**config.mk**
```make
export PLATFORM = sky130hd
export DESIGN_NAME = pc_predict_unit_flat
export DESIGN_NICKNAME = d
export VERILOG_FILES = /design/src/rtl/pc_pkg.sv /design/src/rtl/pc_predict_unit_if.sv /design/src/rtl/pc_predict_unit_btb_table.sv /design/src/rtl/pc_predict_unit.sv /design/src/flat_wrapper.sv
export SDC_FILE = /design/constraint.sdc
export NUM_CORES = 2
export LEC_CHECK = 0
export ABC_CLOCK_PERIOD_IN_PS = 16500
export BUFFER_PORTS_ARGS = -buffer_cell sky130_fd_sc_hd__buf_2
export CORE_MARGIN = 2
export CORE_UTILIZATION = 30
export DETAILED_ROUTE_END_ITERATION = 8
export PLACE_DENSITY = 0.53
export SYNTH_ARGS = -nofsm -noshare
export SYNTH_HDL_FRONTEND = slang
export SYNTH_SLANG_ARGS = --single-unit
```
**constraint.sdc**
```tcl
create_clock -name CLK -period 16.5 [get_ports CLK]
set_input_delay 3.3 -clock CLK [delete_from_list [all_inputs] [get_ports CLK]]
set_output_delay 3.3 -clock CLK [all_outputs]
set_load 0.01 [all_outputs]
```
**src/rtl/pc_pkg.sv**
```systemverilog
// Shared definitions for the fetch-stage PC / branch prediction slice.
//  - 2-bit bimodal counter encodings and a saturating update helper
//  - instruction size and word-offset shift used by next-PC arithmetic
package pc_pkg;

   typedef enum logic [1:0] {
      SNT = 2'b00,   // strongly not taken
      WNT = 2'b01,   // weakly not taken (reset value)
      WT  = 2'b10,   // weakly taken (allocation value)
      ST  = 2'b11    // strongly taken
   } ctr_e;

   localparam int INSTR_BYTES = 4;
   localparam int WORD_SHIFT  = 2;

   // Saturating bimodal counter step: up on taken, down on not taken.
   function automatic logic [1:0] ctr_next(input logic [1:0] cur, input logic taken);
      logic [1:0] nxt;
      nxt = cur;
      if (taken) begin
         if (cur != ST) nxt = cur + 2'b01;
      end else begin
         if (cur != SNT) nxt = cur - 2'b01;
      end
      return nxt;
   endfunction

endpackage

```
**src/rtl/pc_predict_unit_if.sv**
```systemverilog
// Bus between the fetch PC unit and its surroundings (pipeline control,
// Execute stage, fetch consumers).
//  slave  : the pc_predict_unit itself
//  master : whoever drives Stall / Execute results and consumes fetch outputs
// There is no valid/ready handshake here: ExValid simply qualifies the Ex*
// fields in the cycle it is high; Flush is a same-cycle combinational answer.
interface pc_predict_unit_if #(
   parameter int PC_W   = 64,
   parameter int PERF_W = 32
);
   logic              Stall;
   logic [PC_W-1:0]   FetchPC;
   logic [PC_W-1:0]   FetchPredNextPC;
   logic              FetchPredTaken;
   logic              ExValid;
   logic [PC_W-1:0]   ExPC;
   logic [PC_W-1:0]   ExSignExtImm;
   logic              ExBranch;
   logic              ExInvertZero;
   logic              ExALUZero;
   logic              ExUncondbranch;
   logic              ExRegJump;
   logic [PC_W-1:0]   ExRegTarget;
   logic [PC_W-1:0]   ExPredNextPC;
   logic              Flush;
   logic [PERF_W-1:0] PerfMispredicts;

   modport master (
      output Stall, ExValid, ExPC, ExSignExtImm, ExBranch, ExInvertZero,
             ExALUZero, ExUncondbranch, ExRegJump, ExRegTarget, ExPredNextPC,
      input  FetchPC, FetchPredNextPC, FetchPredTaken, Flush, PerfMispredicts
   );

   modport slave (
      input  Stall, ExValid, ExPC, ExSignExtImm, ExBranch, ExInvertZero,
             ExALUZero, ExUncondbranch, ExRegJump, ExRegTarget, ExPredNextPC,
      output FetchPC, FetchPredNextPC, FetchPredTaken, Flush, PerfMispredicts
   );
endinterface

```
**src/rtl/pc_predict_unit_btb_table.sv**
```systemverilog
// Direct-mapped branch target buffer storage.
//  clk, rst                     : clock, synchronous active-high reset
//  rd_idx/rd_tag -> rd_hit, rd_ctr, rd_tgt : asynchronous prediction lookup
//  upd_en, upd_idx, upd_tag, upd_taken, upd_tgt : resolved control-flow
//     outcome, applied on the clock edge (counter train / allocate)
// The read port sees pre-edge contents, so a same-cycle update to the
// looked-up index only becomes visible on the following cycle.
module btb_table
   import pc_pkg::*;
#(
   parameter int PC_W  = 64,
   parameter int IDX_W = 4,
   parameter int TAG_W = PC_W - IDX_W - 2
)(
   input  logic             clk,
   input  logic             rst,
   input  logic [IDX_W-1:0] rd_idx,
   input  logic [TAG_W-1:0] rd_tag,
   output logic             rd_hit,
   output logic [1:0]       rd_ctr,
   output logic [PC_W-1:0]  rd_tgt,
   input  logic             upd_en,
   input  logic [IDX_W-1:0] upd_idx,
   input  logic [TAG_W-1:0] upd_tag,
   input  logic             upd_taken,
   input  logic [PC_W-1:0]  upd_tgt
);
   localparam int DEPTH = 1 << IDX_W;

   logic             valid_q [DEPTH];
   logic [TAG_W-1:0] tag_q   [DEPTH];
   logic [PC_W-1:0]  tgt_q   [DEPTH];
   logic [1:0]       ctr_q   [DEPTH];

   logic             upd_hit;
   logic             wr_en_d;
   logic [1:0]       wr_ctr_d;
   logic [PC_W-1:0]  wr_tgt_d;

   always_comb begin
      rd_hit = valid_q[rd_idx] && (tag_q[rd_idx] == rd_tag);
      rd_ctr = ctr_q[rd_idx];
      rd_tgt = tgt_q[rd_idx];
   end

   // Hits train the counter; misses only allocate when taken (a not-taken
   // miss would just waste the slot on a fall-through).
   always_comb begin
      upd_hit  = valid_q[upd_idx] && (tag_q[upd_idx] == upd_tag);
      wr_en_d  = upd_en && (upd_hit || upd_taken);
      wr_ctr_d = upd_hit ? ctr_next(ctr_q[upd_idx], upd_taken) : WT;
      wr_tgt_d = upd_taken ? upd_tgt : tgt_q[upd_idx];
   end

   always_ff @(posedge clk) begin
      if (rst) begin
         for (int i = 0; i < DEPTH; i++) begin
            valid_q[i] <= 1'b0;
            tag_q[i]   <= '0;
            tgt_q[i]   <= '0;
            ctr_q[i]   <= WNT;
         end
      end else if (wr_en_d) begin
         valid_q[upd_idx] <= 1'b1;
         tag_q[upd_idx]   <= upd_tag;
         tgt_q[upd_idx]   <= wr_tgt_d;
         ctr_q[upd_idx]   <= wr_ctr_d;
      end
   end
endmodule

```
**src/rtl/pc_predict_unit.sv**
```systemverilog
// Fetch-stage program counter with BTB + bimodal prediction.
//  CLK, Reset : clock, synchronous active-high reset
//  bus (slave): Stall in; FetchPC / FetchPredNextPC / FetchPredTaken out;
//               Execute resolution (ExValid, ExPC, ExSignExtImm, ExBranch,
//               ExInvertZero, ExALUZero, ExUncondbranch, ExRegJump,
//               ExRegTarget, ExPredNextPC) in; Flush and PerfMispredicts out.
// Execute compares the real next PC against the prediction that travelled
// with the instruction; any difference flushes and redirects, which also
// covers non-control instructions that aliased onto a BTB entry.
module pc_predict_unit
   import pc_pkg::*;
#(
   parameter int              PC_W      = 64,
   parameter int              BTB_DEPTH = 16,
   parameter logic [PC_W-1:0] RESET_PC  = '0,
   parameter int              PERF_W    = 32
)(
   input  logic              CLK,
   input  logic              Reset,
   pc_predict_unit_if.slave  bus
);
   localparam int IDX_W = $clog2(BTB_DEPTH);
   localparam int TAG_W = PC_W - IDX_W - WORD_SHIFT;

   logic [PC_W-1:0]   fetch_pc_q, fetch_pc_d;
   logic [PERF_W-1:0] perf_q, perf_d;

   logic              btb_hit;
   logic [1:0]        btb_ctr;
   logic [PC_W-1:0]   btb_tgt;
   logic              pred_taken;
   logic [PC_W-1:0]   pred_next;

   logic              ex_ctl;
   logic              ex_taken;
   logic [PC_W-1:0]   ex_target;
   logic [PC_W-1:0]   ex_actual;
   logic              flush;

   btb_table #(
      .PC_W  (PC_W),
      .IDX_W (IDX_W),
      .TAG_W (TAG_W)
   ) u_btb (
      .clk       (CLK),
      .rst       (Reset),
      .rd_idx    (fetch_pc_q[IDX_W+1:2]),
      .rd_tag    (fetch_pc_q[PC_W-1:IDX_W+2]),
      .rd_hit    (btb_hit),
      .rd_ctr    (btb_ctr),
      .rd_tgt    (btb_tgt),
      .upd_en    (bus.ExValid & ex_ctl),
      .upd_idx   (bus.ExPC[IDX_W+1:2]),
      .upd_tag   (bus.ExPC[PC_W-1:IDX_W+2]),
      .upd_taken (ex_taken),
      .upd_tgt   (ex_target)
   );

   // Prediction: taken only when the entry matches and the counter MSB is set.
   always_comb begin
      pred_taken = btb_hit & btb_ctr[1];
      pred_next  = pred_taken ? btb_tgt : fetch_pc_q + PC_W'(INSTR_BYTES);
   end

   // Resolution of the instruction in Execute (all arithmetic wraps).
   always_comb begin
      ex_ctl    = bus.ExBranch | bus.ExUncondbranch | bus.ExRegJump;
      ex_taken  = bus.ExUncondbranch | bus.ExRegJump |
                  (bus.ExBranch & (bus.ExALUZero ^ bus.ExInvertZero));
      ex_target = bus.ExRegJump ? bus.ExRegTarget
                                : bus.ExPC + (bus.ExSignExtImm << WORD_SHIFT);
      ex_actual = ex_taken ? ex_target : bus.ExPC + PC_W'(INSTR_BYTES);
      flush     = bus.ExValid & ~Reset & (ex_actual != bus.ExPredNextPC);
   end

   // Redirect beats Stall: the stalled fetch is being killed anyway.
   always_comb begin
      fetch_pc_d = fetch_pc_q;
      if (Reset)          fetch_pc_d = RESET_PC;
      else if (flush)     fetch_pc_d = ex_actual;
      else if (!bus.Stall) fetch_pc_d = pred_next;

      perf_d = perf_q;
      if (Reset)                     perf_d = '0;
      else if (flush && perf_q != '1) perf_d = perf_q + 1'b1;
   end

   always_ff @(posedge CLK) begin
      fetch_pc_q <= fetch_pc_d;
      perf_q     <= perf_d;
   end

   assign bus.FetchPC         = fetch_pc_q;
   assign bus.FetchPredNextPC = pred_next;
   assign bus.FetchPredTaken  = pred_taken;
   assign bus.Flush           = flush;
   assign bus.PerfMispredicts = perf_q;
endmodule

```
**src/flat_wrapper.sv**
```systemverilog
// flat-port wrapper written by rule: the top's interface ports become plain ports
module pc_predict_unit_flat import pc_pkg::*;
#(
   parameter int              PC_W      = 64,
   parameter int              BTB_DEPTH = 16,
   parameter logic [PC_W-1:0] RESET_PC  = '0,
   parameter int              PERF_W    = 32
)
  (CLK, Reset, bus_Stall, bus_ExValid, bus_ExPC, bus_ExSignExtImm, bus_ExBranch, bus_ExInvertZero, bus_ExALUZero, bus_ExUncondbranch, bus_ExRegJump, bus_ExRegTarget, bus_ExPredNextPC, bus_FetchPC, bus_FetchPredNextPC, bus_FetchPredTaken, bus_Flush, bus_PerfMispredicts);
  pc_predict_unit_if #(.PC_W(PC_W), .PERF_W(PERF_W)) bus_i ();
  input  logic CLK;
  input  logic Reset;
  input wire logic [$bits(bus_i.Stall)-1:0] bus_Stall;
  input wire logic [$bits(bus_i.ExValid)-1:0] bus_ExValid;
  input wire logic [$bits(bus_i.ExPC)-1:0] bus_ExPC;
  input wire logic [$bits(bus_i.ExSignExtImm)-1:0] bus_ExSignExtImm;
  input wire logic [$bits(bus_i.ExBranch)-1:0] bus_ExBranch;
  input wire logic [$bits(bus_i.ExInvertZero)-1:0] bus_ExInvertZero;
  input wire logic [$bits(bus_i.ExALUZero)-1:0] bus_ExALUZero;
  input wire logic [$bits(bus_i.ExUncondbranch)-1:0] bus_ExUncondbranch;
  input wire logic [$bits(bus_i.ExRegJump)-1:0] bus_ExRegJump;
  input wire logic [$bits(bus_i.ExRegTarget)-1:0] bus_ExRegTarget;
  input wire logic [$bits(bus_i.ExPredNextPC)-1:0] bus_ExPredNextPC;
  output wire logic [$bits(bus_i.FetchPC)-1:0] bus_FetchPC;
  output wire logic [$bits(bus_i.FetchPredNextPC)-1:0] bus_FetchPredNextPC;
  output wire logic [$bits(bus_i.FetchPredTaken)-1:0] bus_FetchPredTaken;
  output wire logic [$bits(bus_i.Flush)-1:0] bus_Flush;
  output wire logic [$bits(bus_i.PerfMispredicts)-1:0] bus_PerfMispredicts;
  assign bus_i.Stall = bus_Stall;
  assign bus_i.ExValid = bus_ExValid;
  assign bus_i.ExPC = bus_ExPC;
  assign bus_i.ExSignExtImm = bus_ExSignExtImm;
  assign bus_i.ExBranch = bus_ExBranch;
  assign bus_i.ExInvertZero = bus_ExInvertZero;
  assign bus_i.ExALUZero = bus_ExALUZero;
  assign bus_i.ExUncondbranch = bus_ExUncondbranch;
  assign bus_i.ExRegJump = bus_ExRegJump;
  assign bus_i.ExRegTarget = bus_ExRegTarget;
  assign bus_i.ExPredNextPC = bus_ExPredNextPC;
  assign bus_FetchPC = bus_i.FetchPC;
  assign bus_FetchPredNextPC = bus_i.FetchPredNextPC;
  assign bus_FetchPredTaken = bus_i.FetchPredTaken;
  assign bus_Flush = bus_i.Flush;
  assign bus_PerfMispredicts = bus_i.PerfMispredicts;
  pc_predict_unit #(.PC_W(PC_W), .BTB_DEPTH(BTB_DEPTH), .RESET_PC(RESET_PC), .PERF_W(PERF_W)) u_core (.CLK(CLK), .Reset(Reset), .bus(bus_i));
endmodule
```
After elaboration in Yosys (flattened, before gate mapping)

Memory sizes are Yosys's and may differ from the RTL's. A register that Yosys moved wholly into a read port is not among the register bits.
Index checks and enable logic that the tools add are counted.

Bits in registers: 96
Memory bits (writable): 2000
Output and inout port bits: 162
Logic and storage cells: 76
Memories: 4

$add $sub $neg: 6
Equality and inequality tests: 7
Mux-type cells: 35
Bitwise operators: 11
Reduce and logical (&&, ||, !) cells: 11

Memory list:

| memory               | words | bits a word | read ports | clocked after Yosys merged registers in | wr ports | line                            | source |
|---|---|---|---|---|---|---|---|
| u_core.u_btb.tgt_q   | 16    | 64          | 1          | 1                                       | 16       | pc_predict_unit_btb_table.sv:32 | `logic [PC_W-1:0] tgt_q [DEPTH];` |
| u_core.u_btb.tag_q   | 16    | 58          | 2          | 1                                       | 16       | pc_predict_unit_btb_table.sv:31 | `logic [TAG_W-1:0] tag_q [DEPTH];` |
| u_core.u_btb.ctr_q   | 16    | 2           | 2          | 1                                       | 16       | pc_predict_unit_btb_table.sv:33 | `logic [1:0] ctr_q [DEPTH];` |
| u_core.u_btb.valid_q | 16    | 1           | 2          | 1                                       | 16       | pc_predict_unit_btb_table.sv:30 | `logic valid_q [DEPTH];` |

Operators by type and width:

| cell                    | number |
|---|---|
| $mux W64                | 7 |
| $add A64 B3 Y64 const B | 2 |
| $eq A58 B58 Y1          | 2 |
| $add A64 B64 Y64        | 1 |
| $ne A64 B64 Y1          | 1 |
| $reduce_or A64 Y1       | 1 |
| $mux W58                | 1 |
| $reduce_or A58 Y1       | 1 |
| $mux W4                 | 12 |
| $add A32 B1 Y32 const B | 1 |
| $ne A32 B32 Y1 const B  | 1 |
| $mux W1                 | 10 |
| $mux W2                 | 5 |
| $and A1 B1 Y1           | 5 |
| $logic_and A1 B1 Y1     | 4 |
| $or A1 B1 Y1            | 4 |
| $add A2 B1 Y2 const B   | 1 |
| $ne A2 B1 Y1 const B    | 1 |
| $ne A2 B2 Y1 const B    | 1 |
| $reduce_and A2 Y1       | 1 |
| $reduce_bool A2 Y1      | 1 |
| $reduce_or A2 Y1        | 1 |
| $sub A2 B1 Y2 const B   | 1 |
| $logic_or A1 B1 Y1      | 1 |
| 4 further kinds         | 4 |

Longest topological paths before layout

Depth after elaboration: 11
Mapped depth: 22

Cells and area by module

From an unflattened synthesis, not the netlist that was laid out.

Cell total of the unflattened synthesis: 9070
Area, all modules: 116306.5 sq um

By module, submodules not included:

| module          | times used | cells each | area an instance (sq um) |
|---|---|---|---|
| btb_table       | 1          | 6611       | 99543.0 |
| pc_predict_unit | 1          | 2459       | 16763.6 |

Worst setup path before layout

Ideal clock, no wire load.

Kind: in2reg
Start: in bus_ExPC[2]
End: mem u_core.u_btb.tgt_q[3][0] (enable)
Library setup time: 0.574 ns
Arrival: 11.394 ns
Data required time: 15.926 ns
Setup slack: 4.532 ns
Cell stages on the path: 16
Path through: buf_2 buf_6 buf_6 buf_1 mux4_2 mux4_2 xnor2_1 nand4_1 nor4_1 nand4_1 a21oi_2 and2_1 buf_4 nand2_1 buf_2 o21ai_0

RTL lines:

| what            | line                            | source |
|---|---|---|
| start, declared | flat_wrapper.sv:15              | `input wire logic [$bits(bus_i.ExPC)-1:0] bus_ExPC;` |
| end, declared   | pc_predict_unit_btb_table.sv:32 |  |

Final worst setup path

Start: in bus_ExPC[4]
End: out bus_Flush

Word-level cells in the longest chain between the ends: 5

Ends and longest elaborated chain:

| what               | line                  | source |
|---|---|---|
| $add A64 B64 Y64   | pc_predict_unit.sv:71 | `: bus.ExPC + (bus.ExSignExtImm << WORD_SHIFT);` |
| $mux W64           | pc_predict_unit.sv:70 | `ex_target = bus.ExRegJump ? bus.ExRegTarget` |
| $mux W64 (*)       | pc_predict_unit.sv:72 | `ex_actual = ex_taken ? ex_target : bus.ExPC + PC_W'(INSTR_BYTES);` |
| $ne A64 B64 Y1 (*) | pc_predict_unit.sv:73 | `flush = bus.ExValid & ~Reset & (ex_actual != bus.ExPredNextPC);` |
| $and A1 B1 Y1 (*)  | pc_predict_unit.sv:73 |  |
| end, declared      | flat_wrapper.sv:27    | `output wire logic [$bits(bus_i.Flush)-1:0] bus_Flush;` |

Mark *: on every way between the ends. The rest lies on a longest branch, timed or not.

==> impl_metrics.tcl <==
set metrics [dict create \
    synth_cell_type_count 103 \
    viasPerCell 5.97 \
    grt_use_total_pct 26.4 \
    vias 82300 \
    wl_per_cell_um 37.3 \
    worstHoldStart "u_core.u_btb.valid_q[9]$_DFF_P_" \
    setup_viol 0 \
    hpwl_mm 341 \
    cts_hold_buf 0 \
    hold_depth 1 \
    cp-end-kind "output pin" \
    seq_area_frac_synth_pct 55.3 \
    worst-path-buf-inv 4 \
    cts_root_buffer "clkbuf_16" \
    cts_max_path_buffers 4 \
    synth_top_area_cell "edfxtp_1" \
    cp.arrival_ns 9.66 \
    clk_pin_slew_ns 0.06 \
    r2r_slack_ns 8.09 \
    start_util_pct 30.1 \
    cts.sinks 2100 \
    syn2layout_area_growth_pct 13.5 \
    cts_buffers 235 \
    crit_chain "buf_6 > buf_4 > nand4_4 > nor4_2 > nand4_1 > o31a_1 > o21ai_1 > o32ai_1 > a2111oi_0 > o2111ai_1 > nor4_1 > nand4_1 > nor3_4 > buf_4 > nor2_4 > buf_2" \
    cp_max_fo 17 \
    synth-async-reset-ratio_pct 0 \
    leakagePower_nw 44.3 \
    hold_class "flop to flop" \
    cts_setup_buffers 0 \
    htree_num_levels 4 \
    post-route-drc-count 0 \
    reg2reg_depth 13 \
    nFillCells 36300 \
    post-route-period-util_pct 78.5 \
    ys_ff_latch 2100 \
    grt_pass1_wl_mm 690 \
    drtIter0Drc 11500 \
    slew_headroom_pct 3.59 \
    r2r_end "u_core.u_btb.tag_q[10][14]$_SDFFCE_PN0P_" \
    die-area_um2 378000 \
    worst_pin_slew_ns 1.41 \
    clk_latency_ns 1.03 \
    finalNetCount 8909 \
    critPathKind "primary input to output pin" \
    finalHoldViolations 0 \
    max_cap_violations 0 \
    cp_slowest_cell "nand4_1" \
    crit_path_start_kind "primary input" \
    rows 224 \
    port_buffers 424 \
    period_needed_ns 12.96 \
    reg2reg_from "u_core.u_btb.tag_q[14][51]$_SDFFCE_PN0P_" \
    yosysWarnings 0 \
    grt_pass1_vias 79400 \
    dr.pass1.iters 5 \
    avgSynthCellArea_um2 13.1 \
    fmax_mhz 77.2 \
    grt_max_degree 128 \
    crit_family "simple AND/OR/NAND/NOR gates" \
    max_stage_delay_ns 0.84 \
    dieHeight_um 615 \
    skew_ns 0.165 \
    status "finished, final reports clean" \
    rsz0062_at_grt "no" \
    syn-num-nets 8873 \
    final_max_slew_viol_count 0 \
    synth_edf_count 1984 \
    cts_resized 0 \
    crit_required_ns 13.20 \
    gp_congestion 1.02 \
    final.setup.tns_ns 0 \
    io_pins 427 \
    placeableCoreArea_um2 372000 \
    power_density_nw_per_um2 113 \
    netlist.area_leader.share_pct 53.2 \
    antenna_found_initial 68 \
    netlist_area_um2 112000 \
    synthTopCellsByArea "edfxtp_1 (53%), mux4_2 (18%), nor2_1 (5.3%)" \
    ys_dominant_reg_cell "edfxtp_1" \
    fin_util_pct 34.2 \
    die_x_um 615 \
    holdPathEnd "u_core.u_btb.valid_q[9]$_DFF_P_" \
    peakVddDrop_v 0.000112 \
    syn_inst 8540 \
    drt-total-wl_mm 514 \
    overflow 0 \
    drive_gt1_share_pct 23.7 \
    p_total_mw 14.4 \
    drtAntennaViolNets 0 \
    cts_tree "built" \
]
-- synthesized netlist by cell type, types with 132 or more instances --
cell type	instances
edfxtp_1	1984
and3_1	546
and2_1	192
mux4_2	880
nor2_1	1572
nand2_1	373
xnor2_1	172
buf_2	154
clkbuf_1	591
mux2i_1	133
a21oi_1	218
o21ai_0	167
nand3_1	132
-- flip-flops by register name, indices dropped and copies added, names as in the netlist, named ones only --
register                    cells
u_core.bus.PerfMispredicts     32
u_core.u_btb.valid_q           16
u_core.u_btb.tgt_q           1024
u_core.u_btb.ctr_q             32
u_core.bus.FetchPC             64
u_core.u_btb.tag_q            928
-- kinds of logic (layout without fill, tap and decap cells) --
kind of cell    Yosys count  after routing  synth area share [%]
simple gates           3242           3242                  13.8
flops                  2100           2100                  55.3
mux                    1071           1071                  19.5
buf+inv                 944           1180                  3.51
compound gates          855            855                  5.12
xor+xnor                258            258                  2.04
fa+ha+maj                70             70                 0.784
other cells               0             40                     0
-- routing by layer --
| layer | vias up | part of all wire (%) | GRT usage, % |
|---|---|---|---|
| li1 | 32700 | - | - |
| met1 | 43200 | 37 | 33.0 |
| met2 | 5261 | 45 | 40.4 |
| met3 | 1039 | 11 | 7.21 |
| met4 | 46 | 7.5 | 16.5 |
| met5 | - | 0.060 | 0 |
-- placed cells by master, fill, tap and decap left out, types with 104 or more instances in the layout --
master     synthesis  routed
and3_1           546     546
mux2i_1          133     132
dfxtp_1          116     112
o21ai_0          167     148
edfxtp_1        1984    1984
buf_2            154     418
a21oi_1          218     216
clkbuf_16          0     237
nand4_1          104     104
xnor2_1          172     172
and2_1           192     188
mux4_2           880     880
nor2_1          1572    1566
nand3_1          132     128
nand2_1          373     345
buf_4             29     220
-- power breakdown --
group	switching (mW)	total, mW	internal (mW)	leakage [nW]
Combinational	1.78	2.68	0.909	20.6
Sequential	0.168	6.29	6.13	19.8
Clock	2.31	5.38	3.07	3.79
-- stage by stage --
stage | hold slack, ns | setup slack (ns) | cell area (µm²) | cells
floorplan | 0.443 | 4.53 | 112000 | 8540
global placement | 0.468 | 3.68 | 119000 | 13300
detailed placement | 0.476 | 3.65 | 119000 | 13300
CTS | 0.486 | 3.62 | 127000 | 13700
global route | 0.518 | 3.51 | 127000 | 13800
finish | 0.492 | 3.54 | 127000 | 13800
-- how the worst max path moves through the flow --
stage	depth (start not counted)	slack [ns]	start	to
finish	16	3.54	bus_ExPC[4]	bus_Flush
global route	16	3.51	bus_ExPC[4]	bus_Flush
detailed placement	16	3.65	bus_ExPC[4]	bus_Flush
floorplan	16	4.53	bus_ExPC[2]	u_core.u_btb.tgt_q[3][0]$_SDFFCE_PN0P_
global placement	16	3.68	bus_ExPC[4]	bus_Flush
CTS	16	3.62	bus_ExPC[4]	bus_Flush
-- area by class of cell --
cell class              instances  area (µm²)  share of cell area (%)
well taps                    4972        6220                    4.89
clock inverters               151        1540                    1.21
diodes                         40         100                  0.0788
inverters                      91         355                   0.280
flip-flops and latches       2100       61900                    48.7
clock buffers                 286        6220                    4.89
repair buffers                652        4010                    3.15
multi-input cells            5496       46700                    36.8
No activity file was read; power rests on OpenSTA's default activity.
